## src/rtl/rf_debug_port.sv

```systemverilog
// Debug access port for a 32x32 register file: streams out all registers in
// address order (dump) or writes registers 1..31 from an input stream (load).
module rf_debug_port (
  input  logic        clock,
  input  logic        reset,
  input  logic        cmd_valid,
  input  logic        cmd_op,
  output logic        cmd_ready,
  output logic        dout_valid,
  input  logic        dout_ready,
  output logic [31:0] dout_data,
  output logic [4:0]  dout_addr,
  input  logic        din_valid,
  output logic        din_ready,
  input  logic [31:0] din_data,
  output logic [4:0]  rf_read_addr_s,
  output logic [4:0]  rf_read_addr_t,
  input  logic [31:0] rf_outA,
  input  logic [31:0] rf_outB,
  output logic [4:0]  rf_write_addr,
  output logic [31:0] rf_write_data,
  output logic        rf_write_en,
  output logic        busy,
  output logic        done
);

  typedef enum logic [2:0] {
    IDLE   = 3'd0,
    RD     = 3'd1,
    SEND_A = 3'd2,
    SEND_B = 3'd3,
    LOAD   = 3'd4,
    DONE   = 3'd5
  } state_t;

  state_t      state_reg, state_next;
  logic [3:0]  pair_reg, pair_next, pair_inc;
  logic [4:0]  widx_reg, widx_next;
  logic [31:0] buf_a_reg, buf_b_reg;
  logic [4:0]  rd_s_reg, rd_s_next;
  logic [4:0]  rd_t_reg, rd_t_next;
  logic        wr_en_reg, wr_en_next;
  logic [4:0]  wr_addr_reg, wr_addr_next;
  logic [31:0] wr_data_reg, wr_data_next;

  assign pair_inc = pair_reg + 4'd1;

  always_comb begin
    state_next   = state_reg;
    pair_next    = pair_reg;
    widx_next    = widx_reg;
    rd_s_next    = rd_s_reg;
    rd_t_next    = rd_t_reg;
    wr_en_next   = 1'b0;
    wr_addr_next = wr_addr_reg;
    wr_data_next = wr_data_reg;
    cmd_ready    = 1'b0;
    busy         = 1'b1;
    done         = 1'b0;
    din_ready    = 1'b0;
    dout_valid   = 1'b0;
    dout_data    = 32'd0;
    dout_addr    = 5'd0;
    case (state_reg)
      IDLE: begin
        cmd_ready = 1'b1;
        busy      = 1'b0;
        if (cmd_valid) begin
          if (cmd_op) begin
            state_next = LOAD;
            widx_next  = 5'd1;
          end else begin
            state_next = RD;
            pair_next  = 4'd0;
            rd_s_next  = 5'd0;
            rd_t_next  = 5'd1;
          end
        end
      end
      RD: state_next = SEND_A;
      SEND_A: begin
        dout_valid = 1'b1;
        dout_data  = buf_a_reg;
        dout_addr  = {pair_reg, 1'b0};
        if (dout_ready) state_next = SEND_B;
      end
      SEND_B: begin
        dout_valid = 1'b1;
        dout_data  = buf_b_reg;
        dout_addr  = {pair_reg, 1'b1};
        if (dout_ready) begin
          if (pair_reg == 4'd15) begin
            state_next = DONE;
            pair_next  = 4'd0;
          end else begin
            // Read addresses for the next pair are registered on entry to RD
            state_next = RD;
            pair_next  = pair_inc;
            rd_s_next  = {pair_inc, 1'b0};
            rd_t_next  = {pair_inc, 1'b1};
          end
        end
      end
      LOAD: begin
        din_ready = 1'b1;
        if (din_valid) begin
          wr_en_next   = 1'b1;
          wr_addr_next = widx_reg;
          wr_data_next = din_data;
          if (widx_reg == 5'd31) begin
            state_next = DONE;
            widx_next  = 5'd1;
          end else begin
            widx_next = widx_reg + 5'd1;
          end
        end
      end
      DONE: begin
        done       = 1'b1;
        state_next = IDLE;
      end
      default: state_next = IDLE;
    endcase
  end

  always_ff @(posedge clock) begin
    if (reset) begin
      state_reg   <= IDLE;
      pair_reg    <= 4'd0;
      widx_reg    <= 5'd1;
      buf_a_reg   <= 32'd0;
      buf_b_reg   <= 32'd0;
      rd_s_reg    <= 5'd0;
      rd_t_reg    <= 5'd0;
      wr_en_reg   <= 1'b0;
      wr_addr_reg <= 5'd0;
      wr_data_reg <= 32'd0;
    end else begin
      state_reg   <= state_next;
      pair_reg    <= pair_next;
      widx_reg    <= widx_next;
      rd_s_reg    <= rd_s_next;
      rd_t_reg    <= rd_t_next;
      wr_en_reg   <= wr_en_next;
      wr_addr_reg <= wr_addr_next;
      wr_data_reg <= wr_data_next;
      // Register file data settles on the falling edge inside RD
      if (state_reg == RD) begin
        buf_a_reg <= rf_outA;
        buf_b_reg <= rf_outB;
      end
    end
  end

  assign rf_read_addr_s = rd_s_reg;
  assign rf_read_addr_t = rd_t_reg;
  assign rf_write_en    = wr_en_reg;
  assign rf_write_addr  = wr_addr_reg;
  assign rf_write_data  = wr_data_reg;

endmodule

```

## config.mk

```make
export PLATFORM = sky130hd
export DESIGN_NAME = rf_debug_port
export DESIGN_NICKNAME = d
export VERILOG_FILES = /design/src/rtl/rf_debug_port.sv
export SDC_FILE = /design/constraint.sdc
export NUM_CORES = 1
export LEC_CHECK = 0
export ABC_AREA = 1
export BUFFER_PORTS_ARGS = -buffer_cell sky130_fd_sc_hd__buf_2
export CORE_MARGIN = 5
export CORE_UTILIZATION = 49
export DETAILED_ROUTE_END_ITERATION = 7
export HOLD_SLACK_MARGIN = 0.03
export PLACE_DENSITY_LB_ADDON = 0.25
export SETUP_SLACK_MARGIN = 0.4
export SYNTH_ARGS = -nofsm -noshare
export SYNTH_HDL_FRONTEND = slang
export SYNTH_SLANG_ARGS = --single-unit
```

## constraint.sdc

```tcl
create_clock -name clock -period 1.8 [get_ports clock]
set_input_delay 0.09 -clock clock [delete_from_list [all_inputs] [get_ports clock]]
set_output_delay 0.09 -clock clock [all_outputs]
set_load 0.01 [all_outputs]
```

==> results.md, run 1 <==
* Outcome: aborted with a tool error
* Exit stage: global routing (5_1_grt)
* Stop err: [ERROR DPL-0038] Utilization greater than 100%, impossible to legalize
* Initial Utilization at 50.3%
* Seq cells post-synth at 119
* Port Buffer Count at 190
* Detailed placement HPWL at 9.28 mm
* Synth warn at 0
* Post-synthesis cell type count at 26
* Avg Cell Area, Syn at 7.55 um^2
* Syn Nets at 759
* RePlAce Congestion at 0.869
* Largest net degree at the start of global routing at 65
* Clock tree buffer depth at 2
* Post-synthesis sequential area ratio at 48.3%
* Clk root buf: clkbuf_8
* Mapped Area at 4940 um^2
* H-tree levels at 4
* Die Ht at 110 um
* Synthesized netlist cell count at 654
* Top-level port count at 192
* Site Rows at 36
* Worst EP kind: output port
* Clock tree sinks at 119
* Die Wd at 110 um
* GRT worst endpoint: dout_data[6]
* Dpl cell area at 5950 um^2
* Placed insts at 939
* CTS Buf Count at 17
-- synth_stat cells --
library cell | count | area, um^2
nand4_1 | 2 | 12.5
a21oi_1 | 104 | 521
nor2_4 | 3 | 33.8
inv_2 | 5 | 18.8
clkbuf_1 | 20 | 75.1
buf_4 | 7 | 52.6
o21ai_0 | 69 | 345
nand3b_1 | 1 | 7.51
or2_2 | 1 | 6.26
nand2_2 | 6 | 37.5
o22ai_1 | 32 | 200
dfxtp_1 | 119 | 2380
nor3_1 | 1 | 5.00
conb_1 | 1 | 3.75
nor2_8 | 1 | 20.0
nor2_1 | 41 | 154
xor2_1 | 2 | 17.5
buf_6 | 2 | 22.5
buf_1 | 1 | 3.75
nand3_2 | 2 | 20.0
inv_1 | 83 | 312
nand3_1 | 50 | 250
a21oi_2 | 1 | 8.76
nand2_1 | 77 | 289
buf_2 | 20 | 100
ha_1 | 3 | 37.5
-- per-stage QoR --
stage          util, %  hold WS [ns]  setup WS [ns]
4_1_cts           90.0        0.0379         0.0631
3_5_place_dp      60.6         0.368          0.239
3_3_place_gp      60.6         0.361          0.295
2_1_floorplan        -         0.255          0.474
-- cells by family after synthesis --
logic type	after synthesis	share of synthesized area, %
adders and majority gates	3	0.761
xor gates and xnor gates	2	0.355
and+or+nand+nor	185	16.9
other	1	0.0760
buffers and inverters	138	11.8
AOI/OAI and AO/OA	206	21.8
DFF	119	48.3
-- timing repair --
item	in CTS
endpoints found under the setup margin	149
cloned	20
pin swaps	29
gates resized for setup	145
buffers inserted	34
hold buffers	97
hold endpoints to repair	101
==> inputs of run 2 (changes only) <==
--- a/config.mk
+++ b/config.mk
@@ -8,11 +8,9 @@
 export ABC_AREA = 1
 export BUFFER_PORTS_ARGS = -buffer_cell sky130_fd_sc_hd__buf_2
 export CORE_MARGIN = 5
-export CORE_UTILIZATION = 49
+export CORE_UTILIZATION = 40
 export DETAILED_ROUTE_END_ITERATION = 7
-export HOLD_SLACK_MARGIN = 0.03
-export PLACE_DENSITY_LB_ADDON = 0.25
-export SETUP_SLACK_MARGIN = 0.4
+export PLACE_DENSITY_LB_ADDON = 0.15
 export SYNTH_ARGS = -nofsm -noshare
 export SYNTH_HDL_FRONTEND = slang
 export SYNTH_SLANG_ARGS = --single-unit
==> results.md, run 2 <==
* Seq cells post-synth at 119
* Final Cycle Share at 95.2%
* Die ar. at 14700 um^2
* EDFF count, synth at 0
* Syn Nets at 759
* Post-synthesis sequential area ratio at 48.3%
* WP data required at 1.71 ns
* Synth warn at 0
* GRT Util Overall at 20.2%
* Initial antenna violation count at 0
* Most frequent cells in the layout: 190 x buf_2, 116 x dfxtp_1, 104 x a21oi_1, 96 x dlygate4sd3_1, 82 x inv_1
* F_max at 583 MHz
* Final count of hold timing violations at 0
* CTS tree: built
* Crit start category: register
* Unrepaired setup endpoints after global routing: no
* Routed WL at 14.8 mm
* Via/cell ratio at 4.76
* Clock tree sinks at 119
* Initial Utilization at 40.9%
* Post-route clock skew at 0.00610 ns
* WL/cell at 13.4 um
* DR vias at 5241
* Setup TNS at 0 ns
* Site Rows at 40
* Multi-input logic area at 1990 um^2
* Top-level port count at 192
* NumNets Final at 1028
* Mapped Area at 4940 um^2
* Overall power at 10200 uW
* Synth Flop Type: dfxtp_1
* Clock-pin transition on the worst setup and hold timing paths at 0.05 ns
* Detailed-route DRC error count at 0
* Crit path max fanout at 28
* GR Overflow Total at 0
* Yosys top cell area share at 48.3%
* Async SR Flop Fraction at 0%
* Post-layout util at 62.9%
* Synth cell count leaders: 119 x dfxtp_1, 104 x a21oi_1, 83 x inv_1
* Die Wd at 121 um
* H-tree levels at 4
* Fin. max-slew vios at 0
* Fin crit period at 1.71 ns
* Clk root buf: clkbuf_16
* Clock tree buffer depth at 2
* VDD IR max at 0.710 mV
* Outcome: finished, final reports clean
* Pleak at 0.00338 uW
* Worst-skew pair later-pin latency at 0.41 ns
* RePlAce Congestion at 0.796
* Post-synthesis cell type count at 26
* # setup viols final at 0
* Share of layout cells above drive strength 1 at 27.4%
* Final ANT Viol Nets at 0
* Avg Cell Area, Syn at 7.55 um^2
* Synthesized netlist cell count at 654
* Starting DRT DRC Count at 240
* First-pass GRT wire length at 23.7 mm
* Detailed placement HPWL at 9.41 mm
* Critical path class: reg2out
* Port Buffer Count at 190
* Power per Cell Area at 1340 nW/um^2
* Worst Path Arrival at 1.62 ns
* CTS Buf Count at 17
* Worst Hold Class: in2reg
* Most frequent cell after synthesis: dfxtp_1
* Die Ht at 121 um
* Max Cap Viol at 0
* Synth area leader: dfxtp_1
* Type of element capturing the critical path: primary output
* Vias in the first global route at 5245
* Syn-to-layout area delta at 53.7%
* Synth area leaders: dfxtp_1 48%, a21oi_1 11%, o21ai_0 7.0%
* Drt pass-1 iters at 4
* Seq. cell area at 2390 um^2
* Commonest non-fill, non-tap cell in the layout: buf_2
* CORE AREA at 12100 um^2
* Layout fillers at 1025
* Largest net degree at the start of global routing at 63
run 2: cell counts after synthesis:
Identical to the previous run, type by type.
run 2: final cells by class:
type / instances / share of cell area [%]
flip-flops and latches: 119 / 31.5
repair buffers: 300 / 27.5
multi-input cells: 397 / 26.2
clock buffers: 25 / 6.80
inverters: 88 / 4.35
well taps: 168 / 2.77
clock inverters: 3 / 0.858
diodes: 1 / 0.0330
run 2: logic make-up (layout without fill, tap and decap cells):
group           Yosys count  count (layout)  share of synthesized area, %
other cells               1               2                        0.0760
fa+ha+maj                 3               3                         0.761
xor+xnor                  2               2                         0.355
buf+inv                 138             416                          11.8
simple gates            185             185                          16.9
flops                   119             119                          48.3
compound gates          206             206                          21.8
run 2: power breakdown:
part / internal (uW) / total (uW) / switching (uW) / leakage [uW]
sequential: 3400 / 3740 / 344 / 0.000973
combinational: 1240 / 3150 / 1900 / 0.00212
clock: 2220 / 3290 / 1070 / 0.000287
total: 6870 / 10200 / 3320 / 0.00338
run 2: stage by stage:
| stage | std cells | instance area [um^2] | worst slack, ns | hold WS (ns) |
|---|---|---|---|---|
| after CTS | 1099 | 7550 | 0.0129 | 0.000548 |
| after global routing | 1100 | 7580 | 0.00107 | 0.00618 |
| after floorplan | 654 | 4940 | 0.474 | 0.255 |
| after global placement | 974 | 6000 | 0.355 | 0.363 |
| final | 1101 | 7590 | 0.0856 | 0.0153 |
| after detailed placement | 974 | 6000 | 0.317 | 0.370 |
run 2: layer usage:
metal | wire [um] | GRT usage (%) | vias to the layer above
met1 | 6070 | 22.4 | 2327
met5 | 0 | 0 | -
met4 | 463 | 11.0 | 0
met3 | 965 | 6.34 | 37
met2 | 7310 | 34.1 | 191
li1 | - | - | 2686
run 2: final timing paths:
path,from,end,slack (ns),cells past startpoint
worst max register to register,state_reg[2],buf_b_reg[1],0.28,6
worst min-delay path,rf_outA[29],buf_a_reg[29],0.02,3
worst min register to register,buf_a_reg[19],buf_a_reg[19],0.45,2
worst max-delay path,state_reg[1],dout_data[4],0.09,6
run 2: repair_timing:
action | in CTS | in global routing
cloned | 0 | 1
pin swaps | 0 | 0
gates resized for setup | 2 | 4
buffers inserted | 1 | 0
hold buffers | 96 | 0
setup endpoints to repair | 32 | 29
hold endpoints to repair | 98 | 0
run 2: worst max-delay path, stage by stage (launching register included):
cell	delay, ns
dfxtp_4	0.39
nand2_2	0.09
nor2_4	0.09
inv_2	0.10
buf_12	0.18
o22ai_1	0.17
buf_2	0.17
(Power assumes the default switching activity.)
